### config.mk
export PLATFORM = sky130hd
export DESIGN_NAME = camera
export DESIGN_NICKNAME = d
export VERILOG_FILES = /design/src/rtl/camera_pkg.sv /design/src/rtl/camera_lane_deserializer.sv /design/src/rtl/camera.sv
export SDC_FILE = /design/constraint.sdc
export NUM_CORES = 1
export LEC_CHECK = 0
export CAP_MARGIN = 5
export CELL_PAD_IN_SITES_DETAIL_PLACEMENT = 0
export CELL_PAD_IN_SITES_GLOBAL_PLACEMENT = 1
export CORE_AREA = 2 2 159 122
export DETAILED_ROUTE_END_ITERATION = 7
export DIE_AREA = 0 0 161 124
export PLACE_DENSITY = 0.81
export SLEW_MARGIN = 10
export SYNTH_ARGS = -nofsm -noshare
export SYNTH_HDL_FRONTEND = slang
export SYNTH_SLANG_ARGS = --single-unit
### constraint.sdc
create_clock -name clock_p -period 9.65 [get_ports clock_p]
set_clock_uncertainty 0.2 [all_clocks]
set_input_delay 2.4125 -clock clock_p [delete_from_list [all_inputs] [get_ports clock_p]]
set_output_delay 2.4125 -clock clock_p [all_outputs]
set_load 0.02 [all_outputs]
### src/rtl/camera_pkg.sv
// Shared constants and types for the CSI-2 style camera receiver.
// Imported by the lane deserializer and the packet-level top.
package camera_pkg;

  localparam logic [7:0] SYNC_BYTE   = 8'hB8;
  localparam logic [5:0] DT_LONG_MIN = 6'h10;

  typedef enum logic [2:0] {
    HUNT    = 3'd0,
    HEADER  = 3'd1,
    PAYLOAD = 3'd2,
    CRC     = 3'd3,
    DONE    = 3'd4
  } state_e;

  function automatic logic is_long_dt(input logic [5:0] dt);
    return (dt >= DT_LONG_MIN);
  endfunction

endpackage

### src/rtl/camera_lane_deserializer.sv
// One data lane: DDR capture into an LSB-first shift register, sync-byte
// detection on either sample phase, and a byte strobe every 8 samples.
module camera_lane_deserializer
  import camera_pkg::*;
(
  input  logic       clock_p,
  input  logic       reset_n,
  input  logic       data_i,
  input  logic       sync_i,
  input  logic       sync_mid_i,
  output logic       match_mid_o,
  output logic       match_full_o,
  output logic [7:0] byte_o,
  output logic       strobe_o
);

  logic       neg_bit_d, neg_bit_q;
  logic [7:0] shift_d, shift_q;
  logic [7:0] sr_mid_s;
  logic [1:0] cnt_d, cnt_q;
  logic       phase_d, phase_q;
  logic [7:0] byte_d, byte_q;
  logic       strobe_d, strobe_q;

  // sr_mid_s is the register as it stood after the falling-edge sample;
  // a sync seen there puts every later byte boundary on that phase too.
  always_comb begin
    neg_bit_d    = data_i;
    sr_mid_s     = {neg_bit_q, shift_q[7:1]};
    shift_d      = {data_i, neg_bit_q, shift_q[7:2]};
    match_mid_o  = (sr_mid_s == SYNC_BYTE);
    match_full_o = (shift_d == SYNC_BYTE);
    phase_d      = phase_q;
    cnt_d        = cnt_q + 2'd1;
    byte_d       = byte_q;
    strobe_d     = 1'b0;
    if (sync_i) begin
      phase_d = sync_mid_i;
      cnt_d   = 2'd0;
    end else if (cnt_q == 2'd3) begin
      strobe_d = 1'b1;
      byte_d   = phase_q ? sr_mid_s : shift_d;
    end else begin
      strobe_d = 1'b0;
    end
  end

  // Falling-edge half of the DDR capture.
  always_ff @(negedge clock_p or negedge reset_n) begin
    if (!reset_n) begin
      neg_bit_q <= 1'b0;
    end else begin
      neg_bit_q <= neg_bit_d;
    end
  end

  // Rising-edge shift, byte counter and registered byte strobe.
  always_ff @(posedge clock_p or negedge reset_n) begin
    if (!reset_n) begin
      shift_q  <= 8'h00;
      cnt_q    <= 2'd0;
      phase_q  <= 1'b0;
      byte_q   <= 8'h00;
      strobe_q <= 1'b0;
    end else begin
      shift_q  <= shift_d;
      cnt_q    <= cnt_d;
      phase_q  <= phase_d;
      byte_q   <= byte_d;
      strobe_q <= strobe_d;
    end
  end

  assign byte_o   = byte_q;
  assign strobe_o = strobe_q;

endmodule

### src/rtl/camera.sv
// CSI-2 style receiver top: lane sync, packet FSM, header capture and
// 32-bit payload word assembly with interrupt per word and per packet end.
module camera
  import camera_pkg::*;
#(
  parameter int NUM_LANES = 2
) (
  input  logic                 clock_p,
  input  logic                 reset_n,
  input  logic [NUM_LANES-1:0] data_p,
  output logic [1:0]           virtual_channel,
  output logic [15:0]          word_count,
  output logic [7:0]           image_data [3:0],
  output logic [5:0]           image_data_type,
  output logic                 image_data_enable,
  output logic                 interrupt
);

  logic [NUM_LANES-1:0] match_mid_s, match_full_s, strobe_s;
  logic [7:0]           lane_byte_s [NUM_LANES];
  logic                 sync_s, sync_mid_s, load_s, take_s, last_s;
  logic [7:0]           cur_s;
  logic [16:0]          wc_ext_s;
  logic [7:0]           header_ecc;

  state_e          state_d, state_q;
  logic [3:0][7:0] buf_d, buf_q;
  logic [2:0]      rem_d, rem_q;
  logic [1:0]      sel_d, sel_q;
  logic [16:0]     cnt_d, cnt_q;
  logic [7:0]      did_d, did_q;
  logic [15:0]     wc_tmp_d, wc_tmp_q;
  logic [3:0][7:0] word_d, word_q;
  logic [1:0]      wpos_d, wpos_q;
  logic [1:0]      vc_d, vc_q;
  logic [15:0]     wc_d, wc_q;
  logic [5:0]      dt_d, dt_q;
  logic [7:0]      ecc_d, ecc_q;
  logic [3:0][7:0] img_d, img_q;
  logic            en_d, en_q;
  logic            irq_d, irq_q;

  for (genvar l = 0; l < NUM_LANES; l++) begin : g_lane
    camera_lane_deserializer u_lane (
      .clock_p      (clock_p),
      .reset_n      (reset_n),
      .data_i       (data_p[l]),
      .sync_i       (sync_s),
      .sync_mid_i   (sync_mid_s),
      .match_mid_o  (match_mid_s[l]),
      .match_full_o (match_full_s[l]),
      .byte_o       (lane_byte_s[l]),
      .strobe_o     (strobe_s[l])
    );
  end

  // All lanes strobe together; their bytes are buffered and walked one per
  // cycle, which always finishes before the next strobe 4 cycles later.
  always_comb begin
    sync_s     = (state_q == HUNT) && ((&match_full_s) || (&match_mid_s));
    sync_mid_s = ~(&match_full_s);
    load_s     = (|strobe_s) &&
                 ((state_q == HEADER) || (state_q == PAYLOAD) || (state_q == CRC));
    take_s     = (rem_q != 3'd0);
    cur_s      = buf_q[sel_q];
    wc_ext_s   = {1'b0, wc_q};
    last_s     = (cnt_q == wc_ext_s + 17'd3);

    state_d  = state_q;
    buf_d    = buf_q;
    rem_d    = rem_q;
    sel_d    = sel_q;
    cnt_d    = cnt_q;
    did_d    = did_q;
    wc_tmp_d = wc_tmp_q;
    word_d   = word_q;
    wpos_d   = wpos_q;
    vc_d     = vc_q;
    wc_d     = wc_q;
    dt_d     = dt_q;
    ecc_d    = ecc_q;
    img_d    = img_q;
    en_d     = 1'b0;
    irq_d    = 1'b0;

    if (take_s) begin
      rem_d = rem_q - 3'd1;
      sel_d = sel_q + 2'd1;
    end else begin
      rem_d = rem_q;
    end

    case (state_q)
      HUNT: begin
        if (sync_s) begin
          state_d = HEADER;
          cnt_d   = 17'd0;
          rem_d   = 3'd0;
          sel_d   = 2'd0;
          word_d  = '0;
          wpos_d  = 2'd0;
        end else begin
          rem_d = 3'd0;
        end
      end
      HEADER: begin
        if (take_s) begin
          cnt_d = cnt_q + 17'd1;
          case (cnt_q[1:0])
            2'd0: did_d = cur_s;
            2'd1: wc_tmp_d[7:0] = cur_s;
            2'd2: wc_tmp_d[15:8] = cur_s;
            default: begin
              ecc_d = cur_s;
              vc_d  = did_q[7:6];
              dt_d  = did_q[5:0];
              wc_d  = wc_tmp_q;
              if (!is_long_dt(did_q[5:0])) begin
                irq_d   = 1'b1;
                state_d = DONE;
              end else if (wc_tmp_q == 16'h0000) begin
                state_d = CRC;
              end else begin
                state_d = PAYLOAD;
              end
            end
          endcase
        end else begin
          cnt_d = cnt_q;
        end
      end
      PAYLOAD: begin
        if (take_s) begin
          cnt_d          = cnt_q + 17'd1;
          word_d[wpos_q] = cur_s;
          wpos_d         = wpos_q + 2'd1;
          if ((wpos_q == 2'd3) || last_s) begin
            img_d         = word_q;
            img_d[wpos_q] = cur_s;
            en_d          = 1'b1;
            irq_d         = 1'b1;
            word_d        = '0;
            wpos_d        = 2'd0;
            state_d       = last_s ? CRC : PAYLOAD;
          end else begin
            state_d = PAYLOAD;
          end
        end else begin
          cnt_d = cnt_q;
        end
      end
      CRC: begin
        if (take_s) begin
          cnt_d = cnt_q + 17'd1;
          if (cnt_q == wc_ext_s + 17'd5) begin
            irq_d   = 1'b1;
            state_d = DONE;
          end else begin
            state_d = CRC;
          end
        end else begin
          cnt_d = cnt_q;
        end
      end
      DONE: begin
        state_d = HUNT;
        rem_d   = 3'd0;
      end
      default: begin
        state_d = HUNT;
        rem_d   = 3'd0;
      end
    endcase

    if (load_s) begin
      for (int i = 0; i < NUM_LANES; i++) begin
        buf_d[i] = lane_byte_s[i];
      end
      rem_d = 3'(NUM_LANES);
      sel_d = 2'd0;
    end else begin
      buf_d = buf_d;
    end
  end

  // Packet state, header registers and registered outputs.
  always_ff @(posedge clock_p or negedge reset_n) begin
    if (!reset_n) begin
      state_q  <= HUNT;
      buf_q    <= '0;
      rem_q    <= 3'd0;
      sel_q    <= 2'd0;
      cnt_q    <= 17'd0;
      did_q    <= 8'h00;
      wc_tmp_q <= 16'h0000;
      word_q   <= '0;
      wpos_q   <= 2'd0;
      vc_q     <= 2'd0;
      wc_q     <= 16'h0000;
      dt_q     <= 6'h00;
      ecc_q    <= 8'h00;
      img_q    <= '0;
      en_q     <= 1'b0;
      irq_q    <= 1'b0;
    end else begin
      state_q  <= state_d;
      buf_q    <= buf_d;
      rem_q    <= rem_d;
      sel_q    <= sel_d;
      cnt_q    <= cnt_d;
      did_q    <= did_d;
      wc_tmp_q <= wc_tmp_d;
      word_q   <= word_d;
      wpos_q   <= wpos_d;
      vc_q     <= vc_d;
      wc_q     <= wc_d;
      dt_q     <= dt_d;
      ecc_q    <= ecc_d;
      img_q    <= img_d;
      en_q     <= en_d;
      irq_q    <= irq_d;
    end
  end

  for (genvar i = 0; i < 4; i++) begin : g_img
    assign image_data[i] = img_q[i];
  end

  assign header_ecc        = ecc_q;
  assign virtual_channel   = vc_q;
  assign word_count        = wc_q;
  assign image_data_type   = dt_q;
  assign image_data_enable = en_q;
  assign interrupt         = irq_q;

endmodule

* Word-level counts from Yosys, hierarchy flattened
Index checks and enable logic that the tools add are counted.
** Storage, ports and cells
- Bits in registers :: 198
- Bits of input ports :: 4
- Output and inout port bits :: 58
** Operators by class
- $lt $le $gt $ge :: 4
- Bitwise logic cells :: 3
- $add $sub $neg :: 8
- Muxes and demuxes :: 51
- Reductions and logical operators :: 28
- Eq/ne operators :: 21
** Operators with widths (number)
- 32-bit two-way mux :: 3
- 32-bit case mux with 2 select lines :: 1
- 17-bit == test :: 2
- 17-bit two-way mux :: 2
- 17-bit case mux with 2 select lines :: 1
- 32-bit bitwise mux :: 1
- 8-bit == test, second input constant :: 4
- 8-bit two-way mux :: 4
- 3-bit two-way mux :: 10
- 3-bit AND reduction :: 7
- 2-bit two-way mux :: 9
- 16-bit by 2-bit adder with 17-bit output, second input constant :: 1
- 16-bit by 3-bit adder with 17-bit output, second input constant :: 1
- 17-bit by 1-bit adder with 17-bit output, second input constant :: 1
- 8-bit binary-select mux with 2-bit select :: 1
- 8-bit demux with 2-bit select :: 1
- 16-bit zero test :: 1
- 1-bit two-way mux :: 15
- 3-bit case mux with 4 select lines :: 1
- 2-bit by 1-bit adder with 2-bit output, second input constant :: 4
- 2-bit == test, second input constant :: 4
- 2-bit inequality test, second input constant :: 4
- 2-bit AND reduction :: 4
- 3-bit by 2-bit == test with 1-bit output, second input constant :: 2
- other kinds (20) :: 31

* Depth between registers and ports, before layout
- Word-level depth :: 8
- Gate-level depth with buffers :: 11
- Mapped depth without buffers :: 9

* Cells and area by module
From an unflattened synthesis, not the netlist that was laid out.
** Unflattened totals
- Cells, all modules :: 777
- Area, all modules :: 9693.0 um^2
** Modules (own cells, without submodules)
- camera :: sequential area each 3928.8 um^2, times used 1, cells each 681, area each 8016.4 um^2
- camera_lane_deserializer (g_lane[1].u_lane) :: sequential area each 500.5 um^2, times used 1, cells each 48, area each 840.8 um^2
- camera_lane_deserializer (g_lane[0].u_lane) :: sequential area each 500.5 um^2, times used 1, cells each 48, area each 835.8 um^2

==> results by group <==
Drt
  – DRC viols: 0
  – Routed length per instance: 19.1 um
  – Via Count: 6314
  – Drt initial violations: 455
  – Via-to-Cell Ratio: just under 6
  – Antenna viol nets, final: 0
  – WL final: 20600 um
  – Drt pass-1 iters: 5

Layout
  – Final-layout fill cell count: ~1500
  – Area growth from synthesis to layout: 14.5%
  – Final Net Count: 838
  – Antenna diode count: 0
  – Final non-filler cell area: 0.0107 mm^2
  – Ratio of cells with drive above 1 in the final layout: 0.178

Clock network
  – Clock tree root buffer cell: clkbuf_16
  – Clock latency on the worst-skew pair: between 0.4 and 0.5 ns
  – Hold-fix buffer count after cts: 0
  – Number of buffers inserted during clock tree synthesis: 17
  – Number of buffers inserted by post-CTS setup repair: 0
  – H-tree depth: 4
  – Maximum buffer depth of the clock tree: 2
  – Sink Count: 196
  – Clock edge transition at the registers on the reported setup and hold paths: approximately 0.070 ns
  – Post-cts resize count: 0
  – CTS tree: done

Synthesis
  – EDFF count, synth: 0
  – Post-Syn Nets: between 700 and 800
  – Register bit total from synthesis: 196
  – Synthesis warning total: 0
  – FFs w/ async S/R, synth: 1.00
  – Share of synthesized area occupied by flip-flops and latches: 0.523
  – Mean instance size in the synthesized netlist: 12.0 um^2
  – Area share of the largest cell type after synthesis: 0.518
  – Unique masters post-synth: 65
  – Post-synthesis cell count: approximately 800
  – Top post-synthesis cells by area: dfrtp_1 (52%), mux2_2 (11%), mux2i_1 (3.4%)
  – Post-Synthesis Cell Area: 0.00937 mm^2
  – Top cell type by total area after synthesis: dfrtp_1
  – Leading cell types by count after synthesis: dfrtp_1 (194), mux2_2 (95), nor2_1 (57)
  – Primary flip-flop cell chosen by synthesis mapping: dfrtp_1
  – Most instantiated library cell after synthesis: dfrtp_1

Floorplanning
  – Number of placed I/O pins: 62
  – Die ar.: between 0.015 and 0.02 mm^2
  – FP Rows: 43
  – Die X: between 150 and 200 um
  – Die boundary height: 124 um
  – Core box area: 0.0183 mm^2
  – Effective utilization at floorplan: 0.512

Critical path
  – Type of element capturing the critical path: flop
  – CP peak stage delay: 0.48 ns
  – Element type at the critical path start: input port
  – Worst EP required: 4.83 ns
  – Length in cells of the worst reg-to-reg path: 7
  – Flop-to-flop setup slack: 2.06 ns
  – Worst-path cell with the longest stage delay: clkdlybuf4s50_1
  – Delay-heaviest family, CP: buffers and inverters
  – Category of the critical setup timing path: in -> reg
  – Crit path arrival time: 2.90 ns
  – Peak fanout along the critical path: 4
  – Worst path bufs/invs: 1
  – Worst-path cell chain: clkdlybuf4s50_1
  – Path length in cells of the critical path: 1

Hold path
  – Worst hold-check path type: reg -> reg
  – Worst hold stages: 0

STA
  – Count of endpoints failing setup in the final report: 0
  – Pin slew with the least headroom to its limit: 1.17 ns
  – TNS Setup: 0 ns
  – Final max-slew violation count: 0
  – Final Hold Viols: 0
  – Worst max-slew margin expressed relative to the limit: 0.218
  – Setup repair after global routing missed its margin: false

Global routing
  – Number of global-route vias before repair: 6380
  – Total gr overflow: 0
  – Number of antenna violations at the first check in global routing: 0
  – Wire length of the first global-routing pass: 34100 um
  – Overall fraction of global-route tracks in use: 0.219
  – Largest net degree at the start of global routing: 83

Placed design
  – Buffers added on ports: 61
  – RePlAce Congestion: 0.879
  – Total half-perimeter wirelength after legalization and detailed placement: between 10000 and 15000 um
  – Cell area reported after detailed placement: 0.0101 mm^2

Power
  – Peak supply drop: between 100 and 150 uV
  – Total chip power: 0.00160 W
  – Leak Pwr: 4.76 nW
  – Power per standard cell area: 149 mW/mm^2

Flow run
  – Max Cap Viol: 0

Status
  – Outcome: completed
## through the flow
step | hold slack (ns) | cells | utilization | worst slack, ns
2_1_floorplan | 0.186 | 778 | - | 2.07
3_3_place_gp | 0.210 | 1047 | 0.553 | 1.58
3_5_place_dp | 0.216 | 1047 | 0.553 | 1.53
4_1_cts | 0.234 | 1078 | 0.585 | 1.96
5_1_grt | 0.261 | 1079 | 0.587 | 1.80
6_report | 0.233 | 1079 | 0.587 | 1.94
## path summary, 6_finish.rpt
check	startpoint	to
worst min register to register	g_lane[0].u_lane.shift_q[3]$_DFF_PN0_	g_lane[0].u_lane.shift_q[1]$_DFF_PN0_
min in group asynchronous	reset_n	g_lane[1].u_lane.byte_o[7]$_DFFE_PN0P_
worst min-delay path	g_lane[0].u_lane.shift_q[3]$_DFF_PN0_	g_lane[0].u_lane.shift_q[1]$_DFF_PN0_
worst max-delay path	data_p[1]	g_lane[1].u_lane.neg_bit_q$_DFF_NN0_
max in group asynchronous	reset_n	g_lane[0].u_lane.neg_bit_q$_DFF_NN0_
worst max register to register	g_lane[0].u_lane.neg_bit_q$_DFF_NN0_	cnt_q[15]$_DFFE_PN0P_
## layer usage
| metal | global-route usage | part of all wire |
|---|---|---|
| met1 | 0.316 | 0.48 |
| met2 | 0.347 | 0.47 |
| met3 | 0.0396 | 0.038 |
| met4 | 0.0530 | 0.010 |
| met5 | 0 | 0 |
## report_power, final
| group | internal, W | total (W) | leakage [nW] | switching [W] |
|---|---|---|---|---|
| clock network | 0.000390 | 0.000713 | 0.291 | 0.000323 |
| logic | 0.0000120 | 0.0000368 | 1.88 | 0.0000248 |
| registers | 0.000837 | 0.000850 | 2.60 | 0.0000131 |
## final cells by class
class | instances | area (um^2) | share of cell area
Sequential cell | 196 | 4900 | 0.457
Multi-Input combinational cell | 521 | 4180 | 0.389
Timing Repair Buffer | 70 | 689 | 0.0642
Clock buffer | 17 | 425 | 0.0396
Tap cell | 247 | 309 | 0.0288
Clock inverter | 14 | 173 | 0.0161
Inverter | 14 | 52.6 | 0.00490
## cells by family after synthesis
family | synth area share
compound gates | 0.101
xor+xnor | 0.0420
fa+ha+maj | 0.0187
buf+inv | 0.0330
flops | 0.523
mux | 0.170
simple gates | 0.112
## state kept, by name (all words and copies together), names as in the netlist, 4 cells and up
name / count
wc_tmp_q: 16
buf_q: 16
cnt_q: 17
image_data_type: 6
g_lane.u_lane.byte_o: 16
word_q: 32
g_lane.u_lane.shift_q: 14
image_data: 32
did_q: 8
g_lane.u_lane.cnt_q: 4
word_count: 16
## cells in the final DEF (no fill, tap or decap), types with 3 or more instances in the layout
master / netlist / layout
mux2_1: 18 / 18
nand3_1: 7 / 7
dfrtp_1: 194 / 194
mux2_2: 95 / 95
xor2_1: 19 / 19
a31oi_1: 4 / 4
clkinv_4: 0 / 4
o21ai_0: 11 / 11
inv_1: 14 / 14
nor2b_1: 5 / 5
nand2b_1: 16 / 16
and3_1: 9 / 9
nor2_1: 57 / 57
a221o_1: 9 / 9
clkbuf_16: 0 / 17
o31ai_1: 3 / 3
nor3_1: 8 / 8
or3_1: 3 / 3
nor4_1: 14 / 14
xnor2_1: 26 / 26
mux2i_1: 32 / 32
or4b_2: 3 / 3
nand4_1: 12 / 12
a32o_1: 24 / 24
inv_6: 0 / 3
and2_1: 5 / 5
buf_4: 6 / 8
o22ai_1: 3 / 3
a21oi_1: 32 / 32
nand3b_1: 9 / 9
ha_1: 14 / 14
o21a_1: 10 / 10
nand2_1: 28 / 28
a211oi_1: 4 / 4
clkdlybuf4s50_1: 0 / 60
nor4b_1: 4 / 4
(Power assumes the default switching activity.)
